## config.mk

```make
export PLATFORM = sky130hd
export DESIGN_NAME = toggle_pulse_gen_flat
export DESIGN_NICKNAME = d
export VERILOG_FILES = /design/src/rtl/toggle_pulse_gen_if.sv /design/src/rtl/toggle_pulse_gen.sv /design/src/flat_wrapper.sv
export SDC_FILE = /design/constraint.sdc
export NUM_CORES = 1
export LEC_CHECK = 0
export ABC_CLOCK_PERIOD_IN_PS = 2050
export CAP_MARGIN = 20
export CORE_AREA = 5 5 42 44
export DETAILED_ROUTE_END_ITERATION = 6
export DIE_AREA = 0 0 47 49
export GPL_ROUTABILITY_DRIVEN = 1
export GPL_TIMING_DRIVEN = 0
export HOLD_SLACK_MARGIN = 0.02
export PLACE_DENSITY_LB_ADDON = 0.12
export SETUP_SLACK_MARGIN = 0.4
export SLEW_MARGIN = 20
export SYNTH_ARGS = -nofsm -noshare
export SYNTH_HDL_FRONTEND = slang
export SYNTH_SLANG_ARGS = --single-unit
```

## constraint.sdc

```tcl
create_clock -name c -period 2.05 [get_ports c]
set_input_delay 0.41 -clock c [delete_from_list [all_inputs] [get_ports c]]
set_output_delay 0.41 -clock c [all_outputs]
set_load 0.005 [all_outputs]
```

## src/rtl/toggle_pulse_gen_if.sv

```systemverilog
// Button-side bundle: raw button in; toggle pulse, debounced level and pulse count out.
// No handshake; outputs are registered and valid every cycle after reset.
interface toggle_pulse_gen_if #(
  parameter int CNT_W = 8
);
  logic             btn;
  logic             t;
  logic             lvl;
  logic [CNT_W-1:0] pulse_cnt;

  modport master (output btn, input t, lvl, pulse_cnt);
  modport slave  (input btn, output t, lvl, pulse_cnt);
endinterface

```

## src/rtl/toggle_pulse_gen.sv

```systemverilog
// Debounced push-button to single-cycle toggle pulse, with wrapping pulse counter.
// Latency: edge sampled at E0 gives lvl/t after edge E0+2+DEBOUNCE_CYCLES; no backpressure.
module toggle_pulse_gen #(
  parameter int DEBOUNCE_CYCLES = 4,
  parameter int EDGE_SEL        = 0,
  parameter int CNT_W           = 8
) (
  input  logic                c,
  input  logic                rst,
  toggle_pulse_gen_if.slave   bus
);

  localparam int DW = (DEBOUNCE_CYCLES > 1) ? $clog2(DEBOUNCE_CYCLES) : 1;
  localparam logic [DW-1:0] D_LAST = DW'(DEBOUNCE_CYCLES - 1);

  typedef enum logic [1:0] {IDLE, ARM, DOWN, DISARM} state_t;

  logic             s1_q, s1_d;
  logic             s2_q, s2_d;
  state_t           state_q, state_d;
  logic [DW-1:0]    dcnt_q, dcnt_d;
  logic             t_q, t_d;
  logic             lvl_q, lvl_d;
  logic [CNT_W-1:0] cnt_q, cnt_d;
  logic             press_ev, rel_ev, fire;

  always_comb begin
    s1_d     = bus.btn;
    s2_d     = s1_q;
    state_d  = state_q;
    dcnt_d   = dcnt_q;
    press_ev = 1'b0;
    rel_ev   = 1'b0;
    // A bounce in ARM/DISARM falls back to the previous stable state.
    case (state_q)
      IDLE: begin
        if (s2_q) begin
          state_d = ARM;
          dcnt_d  = '0;
        end
      end
      ARM: begin
        if (!s2_q) begin
          state_d = IDLE;
        end else if (dcnt_q == D_LAST) begin
          state_d  = DOWN;
          press_ev = 1'b1;
        end else begin
          dcnt_d = dcnt_q + DW'(1);
        end
      end
      DOWN: begin
        if (!s2_q) begin
          state_d = DISARM;
          dcnt_d  = '0;
        end
      end
      DISARM: begin
        if (s2_q) begin
          state_d = DOWN;
        end else if (dcnt_q == D_LAST) begin
          state_d = IDLE;
          rel_ev  = 1'b1;
        end else begin
          dcnt_d = dcnt_q + DW'(1);
        end
      end
      default: state_d = IDLE;
    endcase

    if (EDGE_SEL == 0)      fire = press_ev;
    else if (EDGE_SEL == 1) fire = rel_ev;
    else                    fire = press_ev | rel_ev;

    t_d   = fire;
    cnt_d = fire ? (cnt_q + CNT_W'(1)) : cnt_q;
    lvl_d = (state_d == DOWN) || (state_d == DISARM);
  end

  always_ff @(posedge c) begin
    if (!rst) begin
      s1_q    <= 1'b0;
      s2_q    <= 1'b0;
      state_q <= IDLE;
      dcnt_q  <= '0;
      t_q     <= 1'b0;
      lvl_q   <= 1'b0;
      cnt_q   <= '0;
    end else begin
      s1_q    <= s1_d;
      s2_q    <= s2_d;
      state_q <= state_d;
      dcnt_q  <= dcnt_d;
      t_q     <= t_d;
      lvl_q   <= lvl_d;
      cnt_q   <= cnt_d;
    end
  end

  assign bus.t         = t_q;
  assign bus.lvl       = lvl_q;
  assign bus.pulse_cnt = cnt_q;

endmodule

```

## src/flat_wrapper.sv

```systemverilog
// flat-port wrapper written by rule: the top's interface ports become plain ports
module toggle_pulse_gen_flat 
#(
  parameter int DEBOUNCE_CYCLES = 4,
  parameter int EDGE_SEL        = 0,
  parameter int CNT_W           = 8
)
  (c, rst, bus_btn, bus_t, bus_lvl, bus_pulse_cnt);
  toggle_pulse_gen_if #(.CNT_W(CNT_W)) bus_i ();
  input  logic c;
  input  logic rst;
  input wire logic [$bits(bus_i.btn)-1:0] bus_btn;
  output wire logic [$bits(bus_i.t)-1:0] bus_t;
  output wire logic [$bits(bus_i.lvl)-1:0] bus_lvl;
  output wire logic [$bits(bus_i.pulse_cnt)-1:0] bus_pulse_cnt;
  assign bus_i.btn = bus_btn;
  assign bus_t = bus_i.t;
  assign bus_lvl = bus_i.lvl;
  assign bus_pulse_cnt = bus_i.pulse_cnt;
  toggle_pulse_gen #(.DEBOUNCE_CYCLES(DEBOUNCE_CYCLES), .EDGE_SEL(EDGE_SEL), .CNT_W(CNT_W)) u_core (.c(c), .rst(rst), .bus(bus_i));
endmodule
```

==> impl_metrics.ini, run 1 <==
[place]
port_buffers = 12
hpwl_um = 844.4
dpl_cell_area_sq_um = 787.0
place_congestion = 0.7278

[sta]
relSlewSlack_pct = 68.65
setup_viol_count_final = 0
fin_skew_ps = 2.616
finalHoldViolCount = 0
min_period_ps = 1596
worstMarginPinSlew_ps = 470.3
fin_setup_tns_ps = 0
fmax_mhz = 626.6
whs_ps = 440.5
drv_slew = 0
finalCritPeriodShare_pct = 77.85
rsz0062_at_grt = true

[grt]
track_usage_pct = 12.17
grt_use_met1_pct = 16.96
met3_usage_pct = 3.321
grt_pass1_vias = 505
busiest_layer = met2
gr-usage-met2_pct = 16.97
grt_pass1_wl_mm = 2.097
grt_start_max_net_pins = 11
antenna_found_initial = 0
grt_overflow_total = 0

[clock_tree]
cts.sinks = 16
clkSlewWorstSetupHoldPaths_ps = 90
cts_buffers = 3
cts_tree = done
clock_path_buffers = 2
postCtsSetupBuffers = 0
h-tree-depth = 1
cts_root_buf = clkbuf_4
worstSkewPairLatency_ps = 280

[floorplan]
placementRows = 14
die_y_um = 49
core_sq_um = 1401
die_w_um = 47
die-area_sq_um = 2303
num_io_pins = 13
initial_core_util_pct = 46.16

[setup_path]
worstPathBufferInverterCount = 1
slowest_stage = clkdlybuf4s50_1
cpPeakStageDelay_ps = 520
startpoint_type = flip-flop
reg2reg_slack_ps = 500
crit_path_max_fanout = 7
critical_path.top_delay_family = buffers and inverters
worstReg2RegEnd = u_core.bus.pulse_cnt[7]$_SDFFE_PN0P_
critPathCapture = bus_pulse_cnt[2]
cp-end-kind = output port
required_ps = 1640
r2r_start = u_core.dcnt_q[0]$_SDFFE_PN0P_
path_class = reg -> out
crit_start = u_core.bus.pulse_cnt[2]$_SDFFE_PN0P_
reg2regPathDepth = 5
crit_path_cell_trace = clkdlybuf4s50_1
cp.depth = 1
crit_arrival_ps = 1190

[logic_synthesis]
avgSynthCellArea_sq_um = 9.655
syn_area_sq_um = 646.9
ys_seq_elements = 16
syn_nets = 72
synthCells = 67
synth_cell_types = 24
yosysWarnings = 0
yosysSeqAreaShare_pct = 49.52

[finish]
n_antenna_cell = 0
layout.area.seq_sq_um = 327.8
multiInputGateArea_sq_um = 309.0
fin_nets = 89
drive_gt1_share_pct = 15.85
finalInstanceArea_sq_um = 829.5
n_fill_cell = 133
area_delta_synth_final_pct = 28.24

[run_status]
status = complete, no violations

[worst_hold_path]
min_path_type = reg -> reg
min-delay-start = u_core.s1_q$_SDFF_PN0_

[route]
avgRoutedWirePerCell_um = 12.35
wirelength_mm = 1.210
drc = 0
dr_total_vias = 507
avgViaCountPerCell = 5.173
final_antenna_net_count = 0
dr.first_iter.drc_count = 2
drtPass1Iterations = 4

[power]
power.density_nw_per_um2 = 592.9
vdd.ir_drop.worst_mv = 0.3731
p_leak_nw = 0.2813

[flow_run]
drv_cap = 0
==> synthesized netlist by cell type <==
cell type	instances	area, sq um
nand2_1	3	11.26
or4_1	4	30.03
nand4_1	1	6.260
buf_2	1	5.000
ha_1	2	25.02
and2_1	3	18.77
xor2_1	1	8.760
nor4_2	1	12.51
nor2_1	5	18.77
nand2b_1	1	6.260
nand3_1	1	5.000
dfxtp_1	16	320.3
a21oi_1	7	35.03
inv_1	4	15.01
or4b_1	1	10.01
o21ai_0	3	15.01
nand4bb_1	1	11.26
nor3_1	1	5.000
xnor2_1	1	8.760
or3_1	1	6.260
mux2i_1	3	30.03
o31ai_1	4	30.03
clkbuf_1	1	3.750
nand4b_1	1	8.760
==> what timing repair did <==
item | in CTS | in global routing
hold endpoints to repair | 0 | 0
cloned | 0 | 0
hold buffers | 0 | 0
setup endpoints to repair | 2 | 7
gates resized for setup | 2 | 9
pin swaps | 0 | 2
==> report_power, final <==
| part | internal [W] | leakage, nW | total [W] | switching (W) |
|---|---|---|---|---|
| Sequential | 0.000313 | 0.132 | 0.000314 | 0.00000145 |
| Clock | 0.0000682 | 0.0138 | 0.000165 | 0.0000964 |
| Combinational | 0.00000613 | 0.135 | 0.0000129 | 0.00000681 |
| Total | 0.000387 | 0.281 | 0.000492 | 0.000105 |
==> worst register-to-register path, stage by stage, from the launching register on <==
cell and delay, ps:
dfxtp_1 360, ha_2 210, nand4b_1 220, buf_6 220, nor4_2 270, mux2i_1 210
==> per-layer routing <==
| layer | up-vias | share of wire [%] |
|---|---|---|
| met5 | - | 0 |
| met4 | 0 | 0.91 |
| met3 | 2 | 4.5 |
| met2 | 10 | 45 |
| met1 | 220 | 50 |
| li1 | 275 | - |
==> metrics by stage <==
step	utilization, %	instances	power [W]	setup WS, ps
global route	59.20	98	0.0005134	342.1
global placement	56.16	95	0.0003347	388.5
finish	59.20	98	0.0004919	454.1
CTS	57.95	98	0.0004977	424.9
detailed placement	56.16	95	0.0003350	394.6
floorplan	-	67	0.0003281	693.1
==> how the worst min path moves through the flow <==
stage / to / slack, ps / cells after the start
finish: u_core.s2_q$_SDFF_PN0_ / 440 / 1
detailed placement: u_core.s2_q$_SDFF_PN0_ / 420 / 1
CTS: u_core.s2_q$_SDFF_PN0_ / 440 / 1
global route: u_core.s2_q$_SDFF_PN0_ / 480 / 1
floorplan: u_core.s2_q$_SDFF_PN0_ / 410 / 1
global placement: u_core.s2_q$_SDFF_PN0_ / 420 / 1
==> cells by family after synthesis <==
family	Yosys count	share of synthesized area (%)
flip-flops	16	49.52
AND/OR/NAND/NOR	24	23.21
XOR/XNOR	2	2.708
AO/OA/AOI/OAI	14	12.38
adder cells (fa/ha/maj)	2	3.868
multiplexers	3	4.642
buffers and inverters	6	3.673
==> state kept, by name, summed over array words and instances, names as in the netlist <==
register,cells
u_core.bus.lvl,1
u_core.bus.pulse_cnt,8
u_core.bus.t,1
u_core.dcnt_q,2
u_core.s1_q,1
u_core.s2_q,1
u_core.state_q,2
==> cell type report <==
class / instances / share of cell area, %
buffer: 2 / 1.810
clock buffer: 3 / 2.715
inverter: 4 / 1.810
multi-input combinational: 45 / 37.25
sequential: 16 / 39.52
tap: 16 / 2.413
timing repair buffer: 12 / 14.48
==> placed cells by master (no fill, tap or decap) <==
cell,instances
nor4_2,1
clkbuf_4,3
or4b_1,1
nor3_1,1
ha_1,1
dfxtp_2,6
clkbuf_1,1
buf_6,1
clkdlybuf4s50_1,12
nand4_1,1
nand4bb_1,1
ha_2,1
inv_1,4
o21ai_0,3
or4_4,1
or3_1,1
mux2i_1,3
dfxtp_1,10
nand2b_1,1
xnor2_1,1
o31ai_1,4
nand2_1,3
nand3_1,1
or4_1,3
a21oi_1,7
xor2_1,1
and2_1,3
nor2_1,5
nand4b_1,1
Power figures use the tool's default switching activity.
==> inputs of run 2 (changes only) <==
--- a/config.mk
+++ b/config.mk
@@ -5,11 +5,11 @@
 export SDC_FILE = /design/constraint.sdc
 export NUM_CORES = 1
 export LEC_CHECK = 0
-export ABC_CLOCK_PERIOD_IN_PS = 2050
+export ABC_CLOCK_PERIOD_IN_PS = 1550
 export CAP_MARGIN = 20
-export CORE_AREA = 5 5 42 44
+export CORE_MARGIN = 5
+export CORE_UTILIZATION = 47
 export DETAILED_ROUTE_END_ITERATION = 6
-export DIE_AREA = 0 0 47 49
 export GPL_ROUTABILITY_DRIVEN = 1
 export GPL_TIMING_DRIVEN = 0
 export HOLD_SLACK_MARGIN = 0.02
==> constraint.sdc (replaced) <==
create_clock -name c -period 1.55 [get_ports c]
set_input_delay 0.31 -clock c [delete_from_list [all_inputs] [get_ports c]]
set_output_delay 0.31 -clock c [all_outputs]
set_load 0.005 [all_outputs]
==> run 2 against run 1 <==
- core utilization grew 13 points
- clock skew is 1.5 ps lower
- flip-flop and latch count unchanged
- clock power rose by 29%
- die area decreased by 3.7%
- combinational power up 49%
- total power rose by 30%
- sequential share of layout area down 3.1 points
- worst hold slack improved by 11 ps
- clock-buffer cell count did not move
==> impl_metrics.ini, run 2 (same netlist as run 1, synthesis figures left out) <==
[run_status]
status = complete, no violations

[place]
pre_cts_ws_ps = -22.12
port_buffers = 12
hpwl_um = 873.4
place_congestion = 0.7799

[floorplan]
core_sq_um = 1301
initial_core_util_pct = 49.71
placementRows = 13
die_w_um = 47.10
die_y_um = 47.10
die-area_sq_um = 2218
num_io_pins = 13

[sta]
finalHoldViolCount = 0
worstMarginPinSlew_ps = 276.7
fin_ws_ps = 55.78
fin_setup_tns_ps = 0
finalCritPeriodShare_pct = 96.40
drv_slew = 0
min_period_ps = 1494
relSlewSlack_pct = 81.44
fmax_mhz = 669.2
setup_viol_count_final = 0
rsz0062_at_grt = true
whs_ps = 451.5
fin_skew_ps = 1.163

[route]
dr_total_vias = 580
dr.first_iter.drc_count = 15
wirelength_mm = 1.474
avgRoutedWirePerCell_um = 13.91
drtPass1Iterations = 4
drc = 0
final_antenna_net_count = 0
avgViaCountPerCell = 5.472

[grt]
antenna_found_initial = 0
grt_start_max_net_pins = 11
track_usage_pct = 16.24
grt_pass1_wl_mm = 2.463
grt_pass1_vias = 570
grt_overflow_total = 0

[finish]
drive_gt1_share_pct = 41.76
area_delta_synth_final_pct = 45.07
n_antenna_cell = 0
final_common_cell = buf_4
largest_reg_flops = 8
utilization_pct = 72.12
fin_nets = 98
layout_common_cells = buf_4, dfxtp_1, clkbuf_2

[clock_tree]
hold_buffers = 0
clkSlewWorstSetupHoldPaths_ps = 90
cts_tree = done
worstSkewPairLatency_ps = 280
cts_buffers = 3
clock_path_buffers = 2
cts.sinks = 16
cts_root_buf = clkbuf_4
h-tree-depth = 1

[setup_path]
required_ps = 1760
path_class = reg -> reg
startpoint_type = flip-flop
crit_path_max_fanout = 5
crit_arrival_ps = 1710
cp-end-kind = flip-flop

[power]
vdd.ir_drop.worst_mv = 0.4459
p_leak_nw = 0.3807
power.density_nw_per_um2 = 683.7

[worst_hold_path]
min_path_type = reg -> reg

[flow_run]
drv_cap = 0
run 2: cell types whose count changed in the layout (fill, tap and decap cells not counted), sizes merged:
cell | previous run | this run
buf | 1 | 11
clkdlybuf4s50 | 12 | 3
clkbuf | 4 | 9
clkdlybuf4s15 | 0 | 2
dlymetal6s2s | 0 | 1
run 2: worst paths after layout:
| path | startpoint | to | cells after the start | slack, ps |
|---|---|---|---|---|
| max | u_core.dcnt_q[0]$_SDFFE_PN0P_ | u_core.bus.pulse_cnt[6]$_SDFFE_PN0P_ | 4 | 60 |
| max reg2reg | u_core.dcnt_q[0]$_SDFFE_PN0P_ | u_core.bus.pulse_cnt[6]$_SDFFE_PN0P_ | 4 | 60 |
| min reg2reg | u_core.s1_q$_SDFF_PN0_ | u_core.s2_q$_SDFF_PN0_ | 1 | 450 |
| min | u_core.s1_q$_SDFF_PN0_ | u_core.s2_q$_SDFF_PN0_ | 1 | 450 |
run 2: per-stage QoR:
step                instances  instance area (sq um)  power [W]
detailed placement         94                  830.8  0.0004431
floorplan                  67                  691.9  0.0004340
finish                    106                  938.4  0.0006416
CTS                       105                  938.4  0.0006469
global route              106                  938.4  0.0006688
global placement           94                  830.8  0.0004426
run 2: timing repair:
item	4_1_cts	5_1_grt
cloned	0	0
setup buffers	8	1
pin swaps	0	1
resized for setup	27	12
endpoints found under the setup margin	22	20
run 2: area by class of cell:
| type | count | area, sq um |
|---|---|---|
| plain buffers | 2 | 16.27 |
| multi-input cells | 45 | 364.1 |
| repair buffers | 21 | 160.2 |
| clock buffers | 3 | 22.52 |
| fillers | 103 | 362.8 |
| flip-flops and latches | 16 | 341.6 |
| inverters | 4 | 15.01 |
| well taps | 15 | 18.77 |
run 2: critical path: stages, from the launching register on:
cell and delay (ps):
dfxtp_2 360, ha_4 140, nand4b_1 200, or4_1 580, a21oi_2 140
run 2: power breakdown:
part	switching, W	internal [W]	total [W]
Combinational	0.0000102	0.00000906	0.0000192
Clock	0.000123	0.0000902	0.000213
Sequential	0.00000280	0.000407	0.000410
run 2: per-layer routing:
| metal | share of wire, % | vias up | track usage [%] |
|---|---|---|---|
| met1 | 44 | 276 | 19.30 |
| met5 | 0 | - | 0 |
| met4 | 0.88 | 0 | 8.840 |
| met3 | 5.0 | 2 | 3.831 |
| met2 | 50 | 13 | 26.83 |
| li1 | - | 289 | - |
==> inputs of run 3 (changes only) <==
--- a/config.mk
+++ b/config.mk
@@ -5,10 +5,10 @@
 export SDC_FILE = /design/constraint.sdc
 export NUM_CORES = 1
 export LEC_CHECK = 0
-export ABC_CLOCK_PERIOD_IN_PS = 1550
+export ABC_CLOCK_PERIOD_IN_PS = 1220
 export CAP_MARGIN = 20
-export CORE_MARGIN = 5
-export CORE_UTILIZATION = 47
+export CORE_UTILIZATION = 43
+export CTS_CLUSTER_SIZE = 20
 export DETAILED_ROUTE_END_ITERATION = 6
 export GPL_ROUTABILITY_DRIVEN = 1
 export GPL_TIMING_DRIVEN = 0
==> constraint.sdc (replaced) <==
create_clock -name c -period 1.22 [get_ports c]
set_input_delay 0.244 -clock c [delete_from_list [all_inputs] [get_ports c]]
set_output_delay 0.244 -clock c [all_outputs]
set_load 0.005 [all_outputs]
==> run 3 against run 2 <==
- the flow now finishes with violations (negative setup slack)
- via count up 1.9%
- clock skew up 11 ps
- critical path type unchanged
- combinational power up 32%
- largest power group unchanged
- flip-flop and latch count unchanged
- highest routed layer unchanged
- first-iteration DRC count down 80%
- die area down 25%
- register-to-register slack worse by 330 ps
- core utilization down 1.7 points
- setup slack worse by 330 ps
==> impl_metrics.ini, run 3 (same netlist as run 1, synthesis figures left out) <==
[run_status]
status = finished with violations
violations = negative setup slack

[setup_path]
r2r_start = u_core.dcnt_q[1]$_SDFFE_PN0P_
path_class = reg -> reg
cp.depth = 4
required_ps = 1440
reg2reg_slack_ps = -280
startpoint_type = flip-flop
crit_path_cell_trace = ha_4, nand4b_1, or4_1, a21oi_1
crit_path_max_fanout = 5
slowest_stage = or4_1
reg2regPathDepth = 4
worstReg2RegEnd = u_core.bus.pulse_cnt[5]$_SDFFE_PN0P_
cpPeakStageDelay_ps = 580
crit_arrival_ps = 1720
cp-end-kind = flip-flop
critical_path.top_delay_family = simple AND/OR/NAND/NOR gates
worstPathBufferInverterCount = 0

[floorplan]
placementRows = 13
die-area_sq_um = 1663
die_y_um = 40.79
num_io_pins = 13
initial_core_util_pct = 47.91
core_sq_um = 1350
die_w_um = 40.79

[power]
p_leak_nw = 0.3785
power.density_nw_per_um2 = 860.7
swShare_pct = 21.64
combPwrFrac_pct = 3.1
vdd.ir_drop.worst_mv = 0.7865
p_clk_share_pct = 33.7
power.internal_w = 0.0006413
power_frac_seq_pct = 63.2
p_sw_w = 0.0001772

[finish]
n_antenna_cell = 0
largest_reg_flops = 8
fin_nets = 98
fin_cells = 106
area_delta_synth_final_pct = 47.00
layout_common_cells = buf_6, buf_4, a21oi_1, dfxtp_1
drive_gt1_share_pct = 48.35

[grt]
grt_overflow_total = 0
grt_pass1_wl_mm = 1.945
grt_pass1_vias = 466
antenna_found_initial = 0
track_usage_pct = 18.62
grt_start_max_net_pins = 11

[sta]
fin_ws_ps = -276.8
finalCritPeriodShare_pct = 122.7
fin_skew_ps = 11.70
rsz0062_at_grt = true
fmax_mhz = 668.1
setup_viol_count_final = 11
drv_slew = 0
relSlewSlack_pct = 72.49
min_period_ps = 1497
fin_setup_tns_ps = -1864
finalHoldViolCount = 0
worstMarginPinSlew_ps = 409.7

[route]
dr.first_iter.drc_count = 3
final_antenna_net_count = 0
dr_total_vias = 591
drtPass1Iterations = 4
avgRoutedWirePerCell_um = 13.75
drc = 0
avgViaCountPerCell = 5.575
wirelength_mm = 1.458

[clock_tree]
cts.sinks = 16
cts_buffers = 3
clock_path_buffers = 2
cts_root_buf = clkbuf_4
clkSlewWorstSetupHoldPaths_ps = 90
worstSkewPairLatency_ps = 290
h-tree-depth = 1
cts_tree = done
hold_buffers = 0

[place]
dp.cells = 94
hpwl_um = 839.2
port_buffers = 12
pre_cts_ws_ps = -304.4
place_congestion = 0.7044

[worst_hold_path]
min_path_type = reg -> reg
hold_end = u_core.s2_q$_SDFF_PN0_
min-delay-start = u_core.s1_q$_SDFF_PN0_
min_path_cells = 1

[flow_run]
drv_cap = 0
run 3: cell types whose count changed in the layout (fill, tap and decap cells not counted), sizes merged:
cell | previous run | this run
buf | 11 | 19
clkbuf | 9 | 5
clkdlybuf4s15 | 2 | 0
clkdlybuf4s50 | 3 | 2
dlymetal6s2s | 1 | 0
run 3: worst max-delay path by stage:
stage,startpoint,to
floorplan,u_core.dcnt_q[1]$_SDFFE_PN0P_,u_core.bus.pulse_cnt[6]$_SDFFE_PN0P_
global placement,rst,u_core.bus.pulse_cnt[1]$_SDFFE_PN0P_
detailed placement,rst,u_core.bus.pulse_cnt[0]$_SDFFE_PN0P_
CTS,u_core.dcnt_q[1]$_SDFFE_PN0P_,u_core.bus.pulse_cnt[7]$_SDFFE_PN0P_
global route,u_core.dcnt_q[1]$_SDFFE_PN0P_,u_core.bus.pulse_cnt[5]$_SDFFE_PN0P_
finish,u_core.dcnt_q[1]$_SDFFE_PN0P_,u_core.bus.pulse_cnt[5]$_SDFFE_PN0P_
run 3: worst register-to-register path, cell delays in order (launching register included):
cell and delay, ps:
dfxtp_4 370, ha_4 130, nand4b_1 190, or4_1 580
a21oi_1 150
run 3: timing repair:
action                                  in CTS  in global routing
resized for setup                           48                 13
endpoints found under the setup margin      24                 24
setup buffers                                6                  3
pin swaps                                    1                  8
endpoints found under the hold margin        0                  0
run 3: final cells by class:
cell class / count / area (sq um)
fill: 108 / 399.1
multi-input combinational: 45 / 360.3
sequential: 16 / 345.3
timing repair buffer: 21 / 170.2
clock buffer: 3 / 22.52
buffer: 2 / 18.77
tap: 15 / 18.77
inverter: 4 / 15.01
run 3: layer usage:
layer | vias up | wire length (um) | track usage (%)
met5 | - | 0 | 0
li1 | 293 | - | -
met1 | 281 | 663 | 22.52
met2 | 13 | 701 | 27.34
met4 | 0 | 26 | 10.00
met3 | 4 | 66 | 8.152
run 3: stage by stage:
| stage | power (W) | area, sq um | utilization [%] | hold WS, ps |
|---|---|---|---|---|
| after floorplan | 0.0005514 | 691.9 | - | 365.7 |
| after global placement | 0.0005623 | 830.8 | 61.54 | 413.2 |
| after detailed placement | 0.0005634 | 830.8 | 61.54 | 434.8 |
| after CTS | 0.0008255 | 908.4 | 67.28 | 457.3 |
| after global routing | 0.0008501 | 950.9 | 70.44 | 478.1 |
| final | 0.0008185 | 950.9 | 70.44 | 448.7 |
run 3: power by group through the flow:
stage,clock (W),sequential (W),combinational (W)
5_1_grt,0.000304,0.000518,0.0000279
3_5_place_dp,0,0.000541,0.0000228
2_1_floorplan,0,0.000540,0.0000113
3_3_place_gp,0,0.000540,0.0000219
6_report,0.000276,0.000517,0.0000254
4_1_cts,0.000281,0.000520,0.0000248
==> variant 1: new RTL, flow settings as in run 3 <==
`DEBOUNCE_CYCLES` is set to 4 in 2 places; all go to 8.
--- a/src/rtl/toggle_pulse_gen.sv
+++ b/src/rtl/toggle_pulse_gen.sv
@@ -3,3 +3,3 @@
 module toggle_pulse_gen #(
-  parameter int DEBOUNCE_CYCLES = 4,
+  parameter int DEBOUNCE_CYCLES = 8,
   parameter int EDGE_SEL        = 0,
--- a/src/flat_wrapper.sv
+++ b/src/flat_wrapper.sv
@@ -3,3 +3,3 @@
 #(
-  parameter int DEBOUNCE_CYCLES = 4,
+  parameter int DEBOUNCE_CYCLES = 8,
   parameter int EDGE_SEL        = 0,
Check against the original RTL: not equivalent (a bounded check fails within 10 cycles, from zero or initial values and one cycle with rst low).
==> variant 1 against run 3 <==
  * The run still ends with setup timing left
  * Global-route usage down 1.0 points
  * Sequential share of layout area down 2.9 points
  * Power up 9.9%
  * Area after synthesis up 8.1%
  * Sequential cell count up 1
  * Design area up 13%
  * Non-clock buffer count up 8
  * Clock power up 15%
  * Worst setup slack worse by 130 ps
  * Core utilization up 1.1 points
  * Wire length up 10%
  * Largest cell class unchanged
==> variant 1: results <==
[timing]
fin_worst_skew_ps = 3.72
setup_violators_final = 15
slew_headroom = 0.616
finalWorstSetupSlack_ps = -402

[worst_setup_path]
crit_arrival_ps = 1860
timing.critical_path.fanout_max = 3
reg2reg_depth = 6
worst_path_max_delay_cell = sky130_fd_sc_hd__or4b_1
crit-reg2reg-capture = u_core.dcnt_q[0]$_SDFFE_PN0P_
worst_path_largest_cell_delay_ps = 510

[place]
place_ws_ps = -382
detailed_place_hpwl_um = 914
gp_congestion = 0.700
area_of_placed_instances_um2 = 882

[yosys]
synth_adder_area_share = 0.0537
yosys.cell_types.count = 23
post_synth_main_area_contributors = sky130_fd_sc_hd__dfxtp_1 49%, sky130_fd_sc_hd__a21oi_1 7.2%, sky130_fd_sc_hd__ha_1 5.4%
synth_compound_area_frac = 0.143
synth.yosys.seq_area_share = 0.487
synth.area.mux_share = 0.0286
syn_nets = 80
yosys.area_share.xor_xnor = 0.0250
synth_commonest_cells = 17 x sky130_fd_sc_hd__dfxtp_1, 10 x sky130_fd_sc_hd__a21oi_1, 6 x sky130_fd_sc_hd__nand2_1

[status]
violations = setup timing
outcome = finished, violations left

[power_and_ir_drop]
cellLeakagePower_nw = 0.447
vdd_ir_drop_max_uv = 557

[routing]
total_wire_length_um = 1610
first_iter_violations = 10
num_vias = 658

[cells_and_area]
num-fill-cells = 131
post_route_cells_drive_above_1_share = 0.533

[global_routing]
grt_use_total = 0.176
grt_pass1_wl_um = 2370
vias_in_the_first_global_route = 584

[clocking]
worst_setup_hold_path_clk_slew_ps = 110
==> variant 1: repair_timing <==
item / CTS / global route
pin swaps: 6 / 5
resized for setup: 57 / 10
buffers inserted: 14 / 3
endpoints found under the setup margin: 25 / 25
==> variant 1: stage by stage <==
stage,std cells,hold WS (ps),util
floorplan,74,366,-
detailed placement,102,416,0.586
global route,123,457,0.715
finish,123,438,0.715
CTS,120,442,0.684
global placement,102,415,0.586
==> variant 1: final cells by class <==
type | count | area (µm²) | area share
Multi-Input combinational cell | 51 | 413 | 0.383
Clock inverter | 1 | 5.00 | 0.00465
Inverter | 4 | 15.0 | 0.0139
Tap cell | 16 | 20.0 | 0.0186
Clock buffer | 3 | 22.5 | 0.0209
Buffer | 2 | 16.3 | 0.0151
Sequential cell | 17 | 360 | 0.334
Timing Repair Buffer | 29 | 225 | 0.209
==> variant 1: power breakdown <==
part | leakage (nW) | internal [mW] | switching [mW]
combinational | 0.286 | 0.0117 | 0.0149
clock | 0.0177 | 0.122 | 0.196
sequential | 0.143 | 0.552 | 0.00327
total | 0.447 | 0.686 | 0.214
==> variant 1: logic make-up (layout without fill, tap and decap cells) <==
logic type / count (synthesis) / count (layout)
simple gates: 26 / 26
compound gates: 18 / 18
flops: 17 / 17
buf+inv: 6 / 39
fa+ha+maj: 3 / 3
xor+xnor: 2 / 2
mux: 2 / 2
==> variant 1: layer usage <==
| metal | track usage | vias up | wire length (µm) |
|---|---|---|---|
| met5 | 0 | - | 0 |
| met1 | 0.218 | 304 | 805 |
| met2 | 0.292 | 14 | 716 |
| met3 | 0.0259 | 5 | 45 |
| li1 | - | 335 | - |
| met4 | 0.0938 | 0 | 38 |
==> variant 2: new RTL, settings of run 3 <==
Made on the original files. Make the reset (`rst`) asynchronous in one clocked block.
--- a/src/rtl/toggle_pulse_gen.sv
+++ b/src/rtl/toggle_pulse_gen.sv
@@ -79,3 +79,3 @@
 
-  always_ff @(posedge c) begin
+  always_ff @(posedge c or negedge rst) begin
     if (!rst) begin
Behaviour: differs if rst is asserted again (counterexample within 10 cycles, from zero or initial values and one cycle with rst low); with rst held inactive, the same outputs for 10 cycles.
==> variant 2 against run 3 <==
  * Area after synthesis rose by 1.9%
  * Global-route usage fell by 0.12 points
  * Worst setup slack improved by 260 ps
  * Sequential cell count fell by 1
  * Via count fell by 12%
  * Wire length fell by 11%
  * Non-clock buffer count rose by 6
  * First-iteration DRC count rose to 3.0 times the old value
  * Critical path type unchanged
  * Hold slack got worse by 340 ps
  * The flow still finishes with violations (setup timing)
  * Design area rose by 8.8%
Power is not compared: it rests on default switching activity, and its combinational part moved more than twofold at a synthesized area within 25%.
==> variant 2: results <==
[clocking]
cts_repair_resize_count = 62
cts-htree-levels = 1
postCtsSetupRepairBufs = 17
clock_insertion_delay_worst_skew_ps = 270
cts_inserted_buffers = 3

[timing]
fin_worst_skew_ps = 4.93
finalWorstSetupSlack_ps = -21.2
setup_violators_final = 2
finalSetupTns_ps = -37.6
worst-slew-pin-transition_ps = 660

[cells_and_area]
multi_input_comb_cells = 37
final_nets = 94
num-fill-cells = 100
clock_tree_area_fraction = 0.0254
inv_count = 2
multiInputGateArea_um2 = 364
largest_cell_class = sequential cells
post_route_cells_drive_above_1_share = 0.586
clock_buffer_count = 4
bufAreaShareNonClock = 0.230
buffers = 29

[yosys]
synth_commonest_cells = 15 x sky130_fd_sc_hd__dfrtp_1, 8 x sky130_fd_sc_hd__nand2_1, 5 x sky130_fd_sc_hd__xnor2_1, 4 x sky130_fd_sc_hd__xor2_1
post_synth_main_area_contributors = sky130_fd_sc_hd__dfrtp_1 57%, sky130_fd_sc_hd__xnor2_1 6.6%, sky130_fd_sc_hd__ha_1 5.7%
synth_adder_area_share = 0.0569
synthCells = 54
yosys.cell_types.count = 16
ys_dominant_reg_cell = sky130_fd_sc_hd__dfrtp_1
synth_compound_area_frac = 0.0683
postSynthRegisterBits = 15
synth.yosys.seq_area_share = 0.569
async_reset_ff_frac = 1.00
syn_nets = 60
synth.area.mux_share = 0
yosys.area_share.xor_xnor = 0.120

[place]
gp_congestion = 0.609
detailed_place_hpwl_um = 756
dp_cells = 81
area_of_placed_instances_um2 = 811

[status]
violations = setup timing
outcome = finished, violations left

[routing]
num_vias = 523
post_drt_wl_per_cell_um = 12.8
first_iter_violations = 9
total_wire_length_um = 1300

[global_routing]
pin_count_of_the_biggest_net_entering_global_routing = 16
grt_use_total = 0.185
grt_pass1_wl_um = 1930
vias_in_the_first_global_route = 447
-- variant 2: cell types whose count changed after synthesis, sizes merged, moves of 2 or more --
cell   delta
nand2     +5
dfrtp    +15
and2      -3
dfxtp    -16
o21ai     -2
or4       -4
a21oi     -4
inv       -2
xor2      +3
nor2      -3
a31o      +2
xnor2     +4
o31ai     -4
mux2i     -3
-- variant 2: final timing paths --
path,from,to,slack (ps),cells after the start
hold / removal,rst,u_core.bus.pulse_cnt[5]$_DFFE_PN0P_,110,1
setup reg to reg,u_core.bus.lvl$_DFF_PN0_,u_core.bus.pulse_cnt[3]$_DFFE_PN0P_,-20,5
hold reg to reg,u_core.s1_q$_DFF_PN0_,u_core.s2_q$_DFF_PN0_,360,0
setup / recovery,u_core.bus.lvl$_DFF_PN0_,u_core.bus.pulse_cnt[3]$_DFFE_PN0P_,-20,5
max in group asynchronous,rst,u_core.bus.lvl$_DFF_PN0_,650,1
min in group c,u_core.s1_q$_DFF_PN0_,u_core.s2_q$_DFF_PN0_,360,0
-- variant 2: per-layer routing --
layer  global-route usage  vias up  part of all wire
li1                     -      252                 -
met1                0.225      263              0.44
met2                0.309        8              0.53
met3               0.0489        0             0.031
met4               0.0726        0                 0
met5                    0        -                 0
-- variant 2: through the flow --
step | setup WS (ps) | hold slack (ps)
6_report | -21.2 | 107
5_1_grt | -74.9 | 143
4_1_cts | -18.2 | 126
3_5_place_dp | -83.5 | 346
3_3_place_gp | -70.4 | 333
2_1_floorplan | 36.2 | -51.6
-- variant 2: worst max-delay path, stage by stage, from the launching register on --
cell and delay, ps:
sky130_fd_sc_hd__dfrtp_2 410, sky130_fd_sc_hd__buf_6 120, sky130_fd_sc_hd__nand4b_4 250, sky130_fd_sc_hd__inv_4 120, sky130_fd_sc_hd__nand4_1 100, sky130_fd_sc_hd__xnor2_1 140
